<file path="src/rtl/sb_config_loader.sv">
// Configuration initiator: decodes a header/data word stream and drives the shared
// config_data bus with one-cycle per-tile write strobes, plus XOR checksum verification.
module sb_config_loader #(
    parameter int num_tiles = 16,
    parameter int width     = 32
) (
    input  logic                 clk,
    input  logic                 reset,
    input  logic [width-1:0]     bs_data,
    input  logic                 bs_valid,
    output logic                 bs_ready,
    output logic [width-1:0]     config_data,
    output logic [num_tiles-1:0] config_en,
    output logic [15:0]          config_count,
    output logic                 done,
    output logic                 error
);

    typedef enum logic [2:0] {
        S_HEADER,
        S_DATA,
        S_CHECK,
        S_DONE,
        S_ERR
    } state_t;

    localparam logic [7:0]  OP_WRITE   = 8'h01;
    localparam logic [7:0]  OP_END     = 8'hFF;
    localparam logic [15:0] ADDR_BCAST = 16'hFFFF;

    state_t               state_q, state_d;
    logic [15:0]          addr_q, addr_d;
    logic [width-1:0]     data_q, data_d;
    logic [num_tiles-1:0] en_q, en_d;
    logic [15:0]          count_q, count_d;
    logic [width-1:0]     chk_q, chk_d;
    logic                 xfer;

    logic [7:0]  hdr_op;
    logic [7:0]  hdr_rsvd;
    logic [15:0] hdr_addr;

    function automatic logic [15:0] sat_inc(input logic [15:0] v);
        return (v == 16'hFFFF) ? v : v + 16'd1;
    endfunction

    function automatic logic addr_legal(input logic [15:0] a);
        return (a == ADDR_BCAST) || ({16'h0, a} < 32'(num_tiles));
    endfunction

    assign hdr_op   = bs_data[31:24];
    assign hdr_rsvd = bs_data[23:16];
    assign hdr_addr = bs_data[15:0];

    // Ready is masked by reset so no word is ever offered as accepted during reset.
    assign bs_ready = ~reset & ((state_q == S_HEADER) || (state_q == S_DATA) ||
                                (state_q == S_CHECK));
    assign xfer     = bs_valid & bs_ready;

    assign config_data  = data_q;
    assign config_en    = en_q;
    assign config_count = count_q;
    assign done         = (state_q == S_DONE);
    assign error        = (state_q == S_ERR);

    always_ff @(posedge clk) begin
        if (reset) begin
            state_q <= S_HEADER;
            addr_q  <= '0;
            data_q  <= '0;
            en_q    <= '0;
            count_q <= '0;
            chk_q   <= '0;
        end else begin
            state_q <= state_d;
            addr_q  <= addr_d;
            data_q  <= data_d;
            en_q    <= en_d;
            count_q <= count_d;
            chk_q   <= chk_d;
        end
    end

    always_comb begin
        state_d = state_q;
        addr_d  = addr_q;
        data_d  = data_q;
        en_d    = '0;
        count_d = count_q;
        chk_d   = chk_q;
        case (state_q)
            S_HEADER: begin
                if (xfer) begin
                    if (hdr_rsvd != 8'h00) begin
                        state_d = S_ERR;
                    end else if (hdr_op == OP_WRITE && addr_legal(hdr_addr)) begin
                        addr_d  = hdr_addr;
                        state_d = S_DATA;
                    end else if (hdr_op == OP_END) begin
                        state_d = S_CHECK;
                    end else begin
                        state_d = S_ERR;
                    end
                end
            end
            S_DATA: begin
                if (xfer) begin
                    data_d = bs_data;
                    for (int i = 0; i < num_tiles; i++) begin
                        en_d[i] = (addr_q == ADDR_BCAST) || (addr_q == 16'(i));
                    end
                    chk_d   = chk_q ^ bs_data;
                    count_d = sat_inc(count_q);
                    state_d = S_HEADER;
                end
            end
            S_CHECK: begin
                if (xfer) begin
                    state_d = (bs_data == chk_q) ? S_DONE : S_ERR;
                end
            end
            default: ;
        endcase
    end

endmodule
</file>
<file path="config.mk">
export PLATFORM = sky130hd
export DESIGN_NAME = sb_config_loader
export DESIGN_NICKNAME = d
export VERILOG_FILES = /design/src/rtl/sb_config_loader.sv
export SDC_FILE = /design/constraint.sdc
export NUM_CORES = 1
export LEC_CHECK = 0
export CELL_PAD_IN_SITES_DETAIL_PLACEMENT = 1
export CELL_PAD_IN_SITES_GLOBAL_PLACEMENT = 1
export CORE_MARGIN = 5
export CORE_UTILIZATION = 38
export DETAILED_ROUTE_END_ITERATION = 7
export GPL_ROUTABILITY_DRIVEN = 0
export PLACE_DENSITY_LB_ADDON = 0.1
export SLEW_MARGIN = 20
export SYNTH_ARGS = -nofsm -noshare
export SYNTH_HDL_FRONTEND = slang
export SYNTH_SLANG_ARGS = --single-unit
</file>
<file path="constraint.sdc">
create_clock -name clk -period 2.41 [get_ports clk]
set_input_delay 0.241 -clock clk [delete_from_list [all_inputs] [get_ports clk]]
set_output_delay 0.241 -clock clk [all_outputs]
set_load 0.01 [all_outputs]
</file>
## Word-level counts from Yosys, hierarchy flattened

Cells that the tools add are included.

| storage, ports and cells | value |
|---|---|
| register bits after elaboration | 115 |
| input port bits | 35 |
| output and inout bits | 67 |
| logic and storage cells | 81 |

| cells by class | value |
|---|---|
| add/sub/neg operators | 1 |
| magnitude comparators | 1 |
| equal/unequal tests | 28 |
| muxes and demuxes | 8 |
| bitwise logic cells | 8 |
| reduce and logical (&&, ||, !) cells | 29 |

Operators by type and width:

| kind | number |
|---|---|
| $eq A16 B4 Y1 const B | 8 |
| $eq A16 B3 Y1 const B | 4 |
| $eq A16 B16 Y1 const B | 3 |
| $eq A16 B2 Y1 const B | 2 |
| $eq A32 B32 Y1 | 1 |
| $xor A32 B32 Y32 | 1 |
| $mux W3 | 7 |
| $logic_or A1 B1 Y1 | 19 |
| $add A16 B1 Y16 const B | 1 |
| $eq A16 B1 Y1 const B | 1 |
| $logic_not A16 Y1 | 1 |
| $lt A16 B5 Y1 const B | 1 |
| $pmux W3 S3 | 1 |
| $eq A8 B1 Y1 const B | 1 |
| $eq A8 B8 Y1 const B | 1 |
| $reduce_and A4 Y1 | 2 |
| $reduce_bool A8 Y1 | 1 |
| $eq A3 B2 Y1 const B | 2 |
| $ne A2 B2 Y1 const B | 3 |
| $not A1 Y1 | 5 |
| $eq A3 B1 Y1 const B | 1 |
| $eq A3 B3 Y1 const B | 1 |
| $logic_not A3 Y1 | 1 |
| $reduce_and A3 Y1 | 1 |
| 5 further kinds | 6 |

## Logic depth before layout (Yosys ltp)

Gate-level depths: netlist of run 1.

| logic depth | value |
|---|---|
| depth in word-level cells | 7 |
| depth in mapped cells | 7 |

## Least setup slack after synthesis of run 1

OpenSTA, ideal clock, no wires.

| timing path | value |
|---|---|
| path type | input to register |
| from | in bs_data[27] |
| to | reg addr_q[4] |
| data arrival time | 1.767 ns |
| data required time | 2.341 ns |
| setup slack | 0.574 ns |
| stages | 6 |
| buffers on the path | 1 |
| path through | or4_4 > nor4_4 > o2111ai_4 > or2_4 > buf_6 > a21oi_2 |

| between the ends | value |
|---|---|
| cells in the longest elaborated chain, start to end | 3 |

RTL lines:

| item | line | text |
|---|---|---|
| from (decl) | 9 | `input logic [width-1:0] bs_data,` |
| $eq A8 B1 Y1 | 96 | `end else if (hdr_op == OP_WRITE && addr_legal(hdr_addr)) begin` |
| $logic_and A1 B1 Y1 | 96 |  |
| $reduce_and A4 Y1 (no source line) | n/a |  |
| to (signal assigned) | 76 | `addr_q <= addr_d;` |
| to (decl) | 32 | `logic [15:0] addr_q, addr_d;` |

No other way between the ends.
A chain may end at the register's enable or synchronous reset.

## Worst setup path in the final report of run 1

| timing path | value |
|---|---|
| from | reg state_q[2] |
| to | reg count_q[9] (netlist: config_count[9]) |

| between the ends | value |
|---|---|
| cells in the longest elaborated chain, start to end | 6 |

RTL lines:

| item | line | text |
|---|---|---|
| from (decl) | 31 | `state_t state_q, state_d;` |
| from (signal assigned) | 75 | `state_q <= state_d;` |
| $eq A3 B1 Y1 / $logic_not A3 Y1 (equally long branches) | 56, 91 |  |
| $logic_or A1 B1 Y1 (2 in a row) | 56 | `assign bs_ready = ~reset & ((state_q == S_HEADER) \|\| (state_q == S_DATA) \|\|` |
| $and A1 B1 Y1 | 56 |  |
| $and A1 B1 Y1 | 58 | `assign xfer = bs_valid & bs_ready;` |
| $reduce_and A3 Y1 (no source line) (*) | n/a |  |
| to (signal assigned) | 79 | `count_q <= count_d;` |
| to (decl) | 35 | `logic [15:0] count_q, count_d;` |

Mark *: on every way between the ends. The rest lies on a longest branch, timed or not.

==> results_dict.tcl, run 1 <==
set metrics [dict create \
    outcome "finished, final reports clean" \
    die_w_um 122 \
    drv_cap 0 \
    mappedNetlistNets 573 \
    syn_to_final_growth_pct 37.6 \
    fin_ws_ps 324 \
    p_clk_frac 0.488 \
    required_ps 2750 \
    finalHoldViolCount 0 \
    synth_area_per_cell_um2 8.93 \
    pwr_density_cell_nw_per_um2 693 \
    n_antenna_cell 0 \
    worstHoldStart "reset" \
    min_period_ps 2090 \
    wire_per_inst_um 16.1 \
    clock_path_buffers 2 \
    crit_type "flop to flop" \
    seq_area_frac_synth 0.480 \
    gr-total-overflow 0 \
    grt_pass1_vias 4351 \
    min_path_type "primary input to flop" \
    ys_ff_latch 115 \
    setup-violations-final 0 \
    cts_made_buffers 17 \
    setup_tns_ps 0 \
    cp.arrival_ps 2420 \
    hold-path-cell-count 4 \
    critPathLaunch "state_q[2]" \
    reg2reg_depth 6 \
    port_buffers 101 \
    skew_ps 9.04 \
    max_freq_mhz 479 \
    seqCellArea_um2 2300 \
    drv_slew 0 \
    place_ws_ps -24.1 \
    wirelength_um 13300 \
    io_pins 102 \
    worst_slew_pin_slew_ps 581 \
    postCtsSetupRepairBufs 0 \
    hold_path_end "state_q[0]" \
    syn_area_um2 4800 \
    reg2reg_to "config_count[9]" \
    reg2reg_slack_ps 320 \
    tritoncts "done" \
    crit_path_end_kind "flop" \
    seqPwrFrac 0.433 \
    dieArea_um2 15000 \
    leakage_nw 2.35 \
    dp_hpwl_um 9500 \
    die_h_um 122 \
    final_cell_mix "115 x dfxtp_1, 100 x clkdlybuf4s50_1, 84 x nand2_1" \
    insertion_delay_ps 410 \
    internal-power_mw 3.53 \
    cp-start-kind "flop" \
    clock_sinks 115 \
    clock-root-buffer "clkbuf_16" \
    start_util 0.383 \
    drt_iter0_markers 208 \
    drive_gt1_frac 0.102 \
    clkTransAtPathRegs_ps 50 \
    htree_num_levels 4 \
    grt_start_max_net_pins 100 \
    ant_nets 0 \
    antenna_found_initial 0 \
    final_common_cell "dfxtp_1" \
    multiInputGateArea_um2 2380 \
    cts_hold_buf 0 \
    power_frac_comb 0.079 \
    power_mw 4.57 \
    yosys_warnings 0 \
    grt_setup_unrepaired "no" \
    ys_types 50 \
    via_count 4181 \
    n_fill_cell 1488 \
    grt_pass1_wl_um 21900 \
    period_share 0.866 \
    max-vdd-ir-drop_mv 0.445 \
    r2r-start "state_q[2]" \
    vias_per_cell 5.05 \
    grtUsageTotal 0.187 \
    cts.repair.resized 0 \
    crit_path_max_fanout 5 \
    first_pass_iters 5 \
    slew-limit-headroom 0.608 \
    rows 41 \
    syn_inst 537 \
    nets 682 \
    p_sw_frac 0.227 \
    drc_errors 0 \
    switching_power_mw 1.04 \
    design.core.area_um2 12500 \
]
## power by group through the flow
stage                     Combinational (mW)  Sequential [mW]  Clock (mW)
after floorplan                        0.172             2.01           0
after detailed placement               0.356             2.02           0
after global placement                 0.349             2.01           0
after global routing                   0.392             1.98        2.37
after CTS                              0.359             1.98        2.28
final                                  0.361             1.98        2.23
## cells by family after synthesis
family,share of synthesized area
compound gates,0.115
xor+xnor,0.137
fa+ha+maj,0.00261
buf+inv,0.0258
flops,0.480
mux,0.0104
simple gates,0.230
## synthesized netlist by cell type (all sizes together)
cell	count	area share
a22oi	2	0.0031
mux2i	5	0.010
nand2	84	0.066
nor4b	1	0.0018
clkbuf	23	0.018
or3b	3	0.0055
o2111ai	4	0.011
and4	2	0.0037
o21a	1	0.0016
nand3	11	0.011
nand4	17	0.022
and4b	1	0.0021
a21oi	56	0.066
ha	1	0.0026
a311oi	1	0.0018
inv	2	0.0016
nor3b	2	0.0031
a31oi	1	0.0013
and3	15	0.020
or2	3	0.0044
nor3	4	0.0042
and2	1	0.0013
nor4	14	0.024
a21boi	1	0.0016
buf	5	0.0063
a31o	1	0.0018
nor2b	2	0.0026
nor2	50	0.039
o31ai	1	0.0016
o211ai	5	0.0078
xnor2	34	0.062
nand4b	1	0.0018
nand2b	3	0.0039
o21ai	13	0.014
dfxtp	115	0.48
or4	2	0.0039
or3	7	0.0091
xor2	41	0.075
a211oi	2	0.0031
## flip-flops by register name (all words and copies together), names as in the netlist
register and flops:
addr_q 16, chk_q 32, config_count 16, config_data 32
config_en 16, state_q 3
## how the worst max path moves through the flow
stage,to,slack (ps),depth (start not counted)
finish,config_count[9],320,6
global route,config_count[1],70,5
CTS,config_count[1],250,5
detailed placement,config_count[9],-20,7
global placement,addr_q[1],130,7
floorplan,addr_q[4],570,6
## through the flow
step,std cells,area (µm²),hold WS (ps),utilization
floorplan,537,4800,385,-
finish,828,6600,287,0.527
global placement,798,6040,444,0.483
global route,828,6600,302,0.527
detailed placement,798,6040,448,0.483
CTS,827,6570,260,0.525
## routing by layer
metal	up-vias	global-route usage	wire length, µm
met5	-	0	0
met4	0	0.0651	113
met3	13	0.0558	692
met2	97	0.293	6190
met1	2007	0.245	6350
li1	2064	-	-
## worst max-delay path, cell delays in order, from the launching register on
cell	delay, ps
dfxtp_1	360
or3b_1	450
buf_4	180
nor4_2	350
o21ai_1	170
or3_1	350
a21oi_1	160
## final cells by class
type	count	share of cell area
multi-input combinational	392	0.360
clock buffer	23	0.0755
clock inverter	6	0.00455
timing repair buffer	118	0.177
tap	172	0.0326
inverter	2	0.00114
sequential	115	0.349
(Power assumes the default switching activity.)
==> run 2: changes to the inputs <==
--- a/config.mk
+++ b/config.mk
@@ -11,7 +11,7 @@
 export CORE_UTILIZATION = 38
 export DETAILED_ROUTE_END_ITERATION = 7
 export GPL_ROUTABILITY_DRIVEN = 0
-export PLACE_DENSITY_LB_ADDON = 0.1
+export PLACE_DENSITY = 0.9
 export SLEW_MARGIN = 20
 export SYNTH_ARGS = -nofsm -noshare
 export SYNTH_HDL_FRONTEND = slang
==> constraint.sdc (replaced) <==
create_clock -name clk -period 2.41 [get_ports clk]
set_input_delay 0.241 -clock clk [delete_from_list [all_inputs] [get_ports clk]]
set_output_delay 0.241 -clock clk [all_outputs]
set_load 0.1 [all_outputs]
==> run 2 against run 1 <==
  * Largest power group unchanged
  * Global-route usage grew 1.2 points
  * Register-to-register slack lost 90 ps
  * Count of clock-buffer cells in the layout shrank 5
  * Largest cell class unchanged
  * Final cell count grew 0.12%
  * Via count grew 3.2%
  * Highest routed layer unchanged
  * Fmax shrank 4.0%
==> results_dict.tcl, run 2 (synthesis gave the netlist of run 1 again) <==
set metrics [dict create \
    crit_family "compound AO/OA/AOI/OAI gates" \
    via_count 4313 \
    final_cell_mix "107 x dfxtp_1, 84 x nand2_1, 81 x buf_4" \
    drive_gt1_frac 0.222 \
    switching_power_mw 1.33 \
    dp_cells 797 \
    wirelength_um 14800 \
    first_pass_iters 4 \
    slowest_stage "o21ai_0" \
    die_h_um 122 \
    worstPathCellList "ha_1 -> nand3_1 -> o21ai_0 -> mux2i_1 -> nor2_1" \
    crit_path_end_kind "flop" \
    power_frac_comb 0.101 \
    final_common_cell "dfxtp_1" \
    internal-power_mw 3.78 \
    die_w_um 122 \
    n_antenna_cell 0 \
    grt_start_max_net_pins 100 \
    required_ps 2670 \
    crit_buf_inv 0 \
    antenna_found_initial 0 \
    insertion_delay_ps 420 \
    power_mw 5.10 \
    clock_sinks 115 \
    placed_area_um2 5910 \
    cp.arrival_ps 2430 \
    design_area_um2 6530 \
    cts_made_buffers 17 \
    syn_to_final_growth_pct 36.1 \
    min_path_type "primary input to flop" \
    vias_per_cell 5.20 \
    outcome "finished, final reports clean" \
    design.core.area_um2 12500 \
    max-vdd-ir-drop_mv 0.350 \
    skew_ps 7.62 \
    clkTransAtPathRegs_ps 60 \
    drv_slew 0 \
    gr-total-overflow 0 \
    tritoncts "done" \
    post-route-util 0.521 \
    clock_path_buffers 2 \
    cts_hold_buf 0 \
    ant_nets 0 \
    dp_hpwl_um 10200 \
    grt_pass1_vias 4538 \
    period_share 0.901 \
    cp-start-kind "flop" \
    grt_setup_unrepaired "no" \
    dieArea_um2 15000 \
    port_buffers 101 \
    htree_num_levels 4 \
    postCtsSetupRepairBufs 0 \
    p_clk_frac 0.512 \
    setup_tns_ps 0 \
    clock-root-buffer "clkbuf_16" \
    worst_slew_pin_slew_ps 1090 \
    wire_per_inst_um 17.9 \
    max_stage_delay_ps 660 \
    finalNonFillerCells 829 \
    drv_cap 0 \
    start_util 0.383 \
    setup-violations-final 0 \
    grtUsageTotal 0.199 \
    p_sw_frac 0.260 \
    min_period_ps 2170 \
    slew-limit-headroom 0.273 \
    cts.repair.resized 0 \
    rows 41 \
    drt_iter0_markers 261 \
    io_pins 102 \
    drc_errors 0 \
    finalHoldViolCount 0 \
    pwr_density_cell_nw_per_um2 782 \
    nets 680 \
    grt_pass1_wl_um 23100 \
    crit_type "flop to flop" \
    crit_path_max_fanout 13 \
    max_freq_mhz 460 \
    seqPwrFrac 0.387 \
    leakage_nw 2.51 \
]
## run 2: cell types whose count changed in the layout (fill, tap and decap cells not counted), moves of 2 or more
cell,before,now
bufinv_16,0,3
clkinv_4,0,6
clkdlybuf4s50_1,100,33
clkinv_2,6,1
clkbuf_8,5,1
dfxtp_2,0,8
inv_6,0,2
buf_4,16,81
clkinvlp_4,0,2
dfxtp_1,115,107
## run 2: final timing paths
check	from	end	slack [ps]	cells after the start
hold reg to reg	config_data[11]	config_data[11]	460	2
hold / removal	reset	state_q[1]	300	4
setup reg to reg	config_count[0]	config_count[1]	240	5
setup / recovery	config_count[0]	config_count[1]	240	5
## run 2: power groups by stage
| stage | logic, mW | registers, mW | clock network, mW |
|---|---|---|---|
| detailed placement | 0.507 | 2.02 | 0 |
| global route | 0.541 | 1.98 | 2.73 |
| finish | 0.516 | 1.98 | 2.61 |
| floorplan | 0.211 | 2.12 | 0 |
| global placement | 0.495 | 2.01 | 0 |
| CTS | 0.517 | 1.98 | 2.64 |
## run 2: tightest hold or removal path, stage by stage
cell and delay (ps):
buf_4 120, a211oi_4 60, nand2_1 140, a22oi_1 90
## run 2: area by class of cell
| type | instances | area, µm² |
|---|---|---|
| clock inverters | 14 | 180 |
| well taps | 172 | 215 |
| repair buffers | 116 | 978 |
| inverters | 2 | 7.51 |
| clock buffers | 18 | 439 |
| fillers | 1464 | 5990 |
| flip-flops and latches | 115 | 2310 |
| multi-input cells | 392 | 2390 |
## run 2: per-layer routing
| metal | up-vias | GRT usage | wire, µm |
|---|---|---|---|
| li1 | 2067 | - | - |
| met1 | 2120 | 0.228 | 6090 |
| met2 | 99 | 0.348 | 7740 |
| met3 | 27 | 0.0512 | 613 |
| met4 | 0 | 0.0903 | 387 |
| met5 | - | 0 | 0 |
## run 2: stage by stage
stage | worst slack, ps | hold slack, ps
6_report | 238 | 303
4_1_cts | 219 | 285
2_1_floorplan | 43.9 | 385
3_5_place_dp | 3.15 | 453
5_1_grt | 11.0 | 313
3_3_place_gp | 133 | 447
==> run 3: changes to the inputs <==
--- a/config.mk
+++ b/config.mk
@@ -5,6 +5,7 @@
 export SDC_FILE = /design/constraint.sdc
 export NUM_CORES = 1
 export LEC_CHECK = 0
+export CAP_MARGIN = 5
 export CELL_PAD_IN_SITES_DETAIL_PLACEMENT = 1
 export CELL_PAD_IN_SITES_GLOBAL_PLACEMENT = 1
 export CORE_MARGIN = 5
==> results of run 3 <==
Final layout, timing and power as in run 2 (identical DEF).
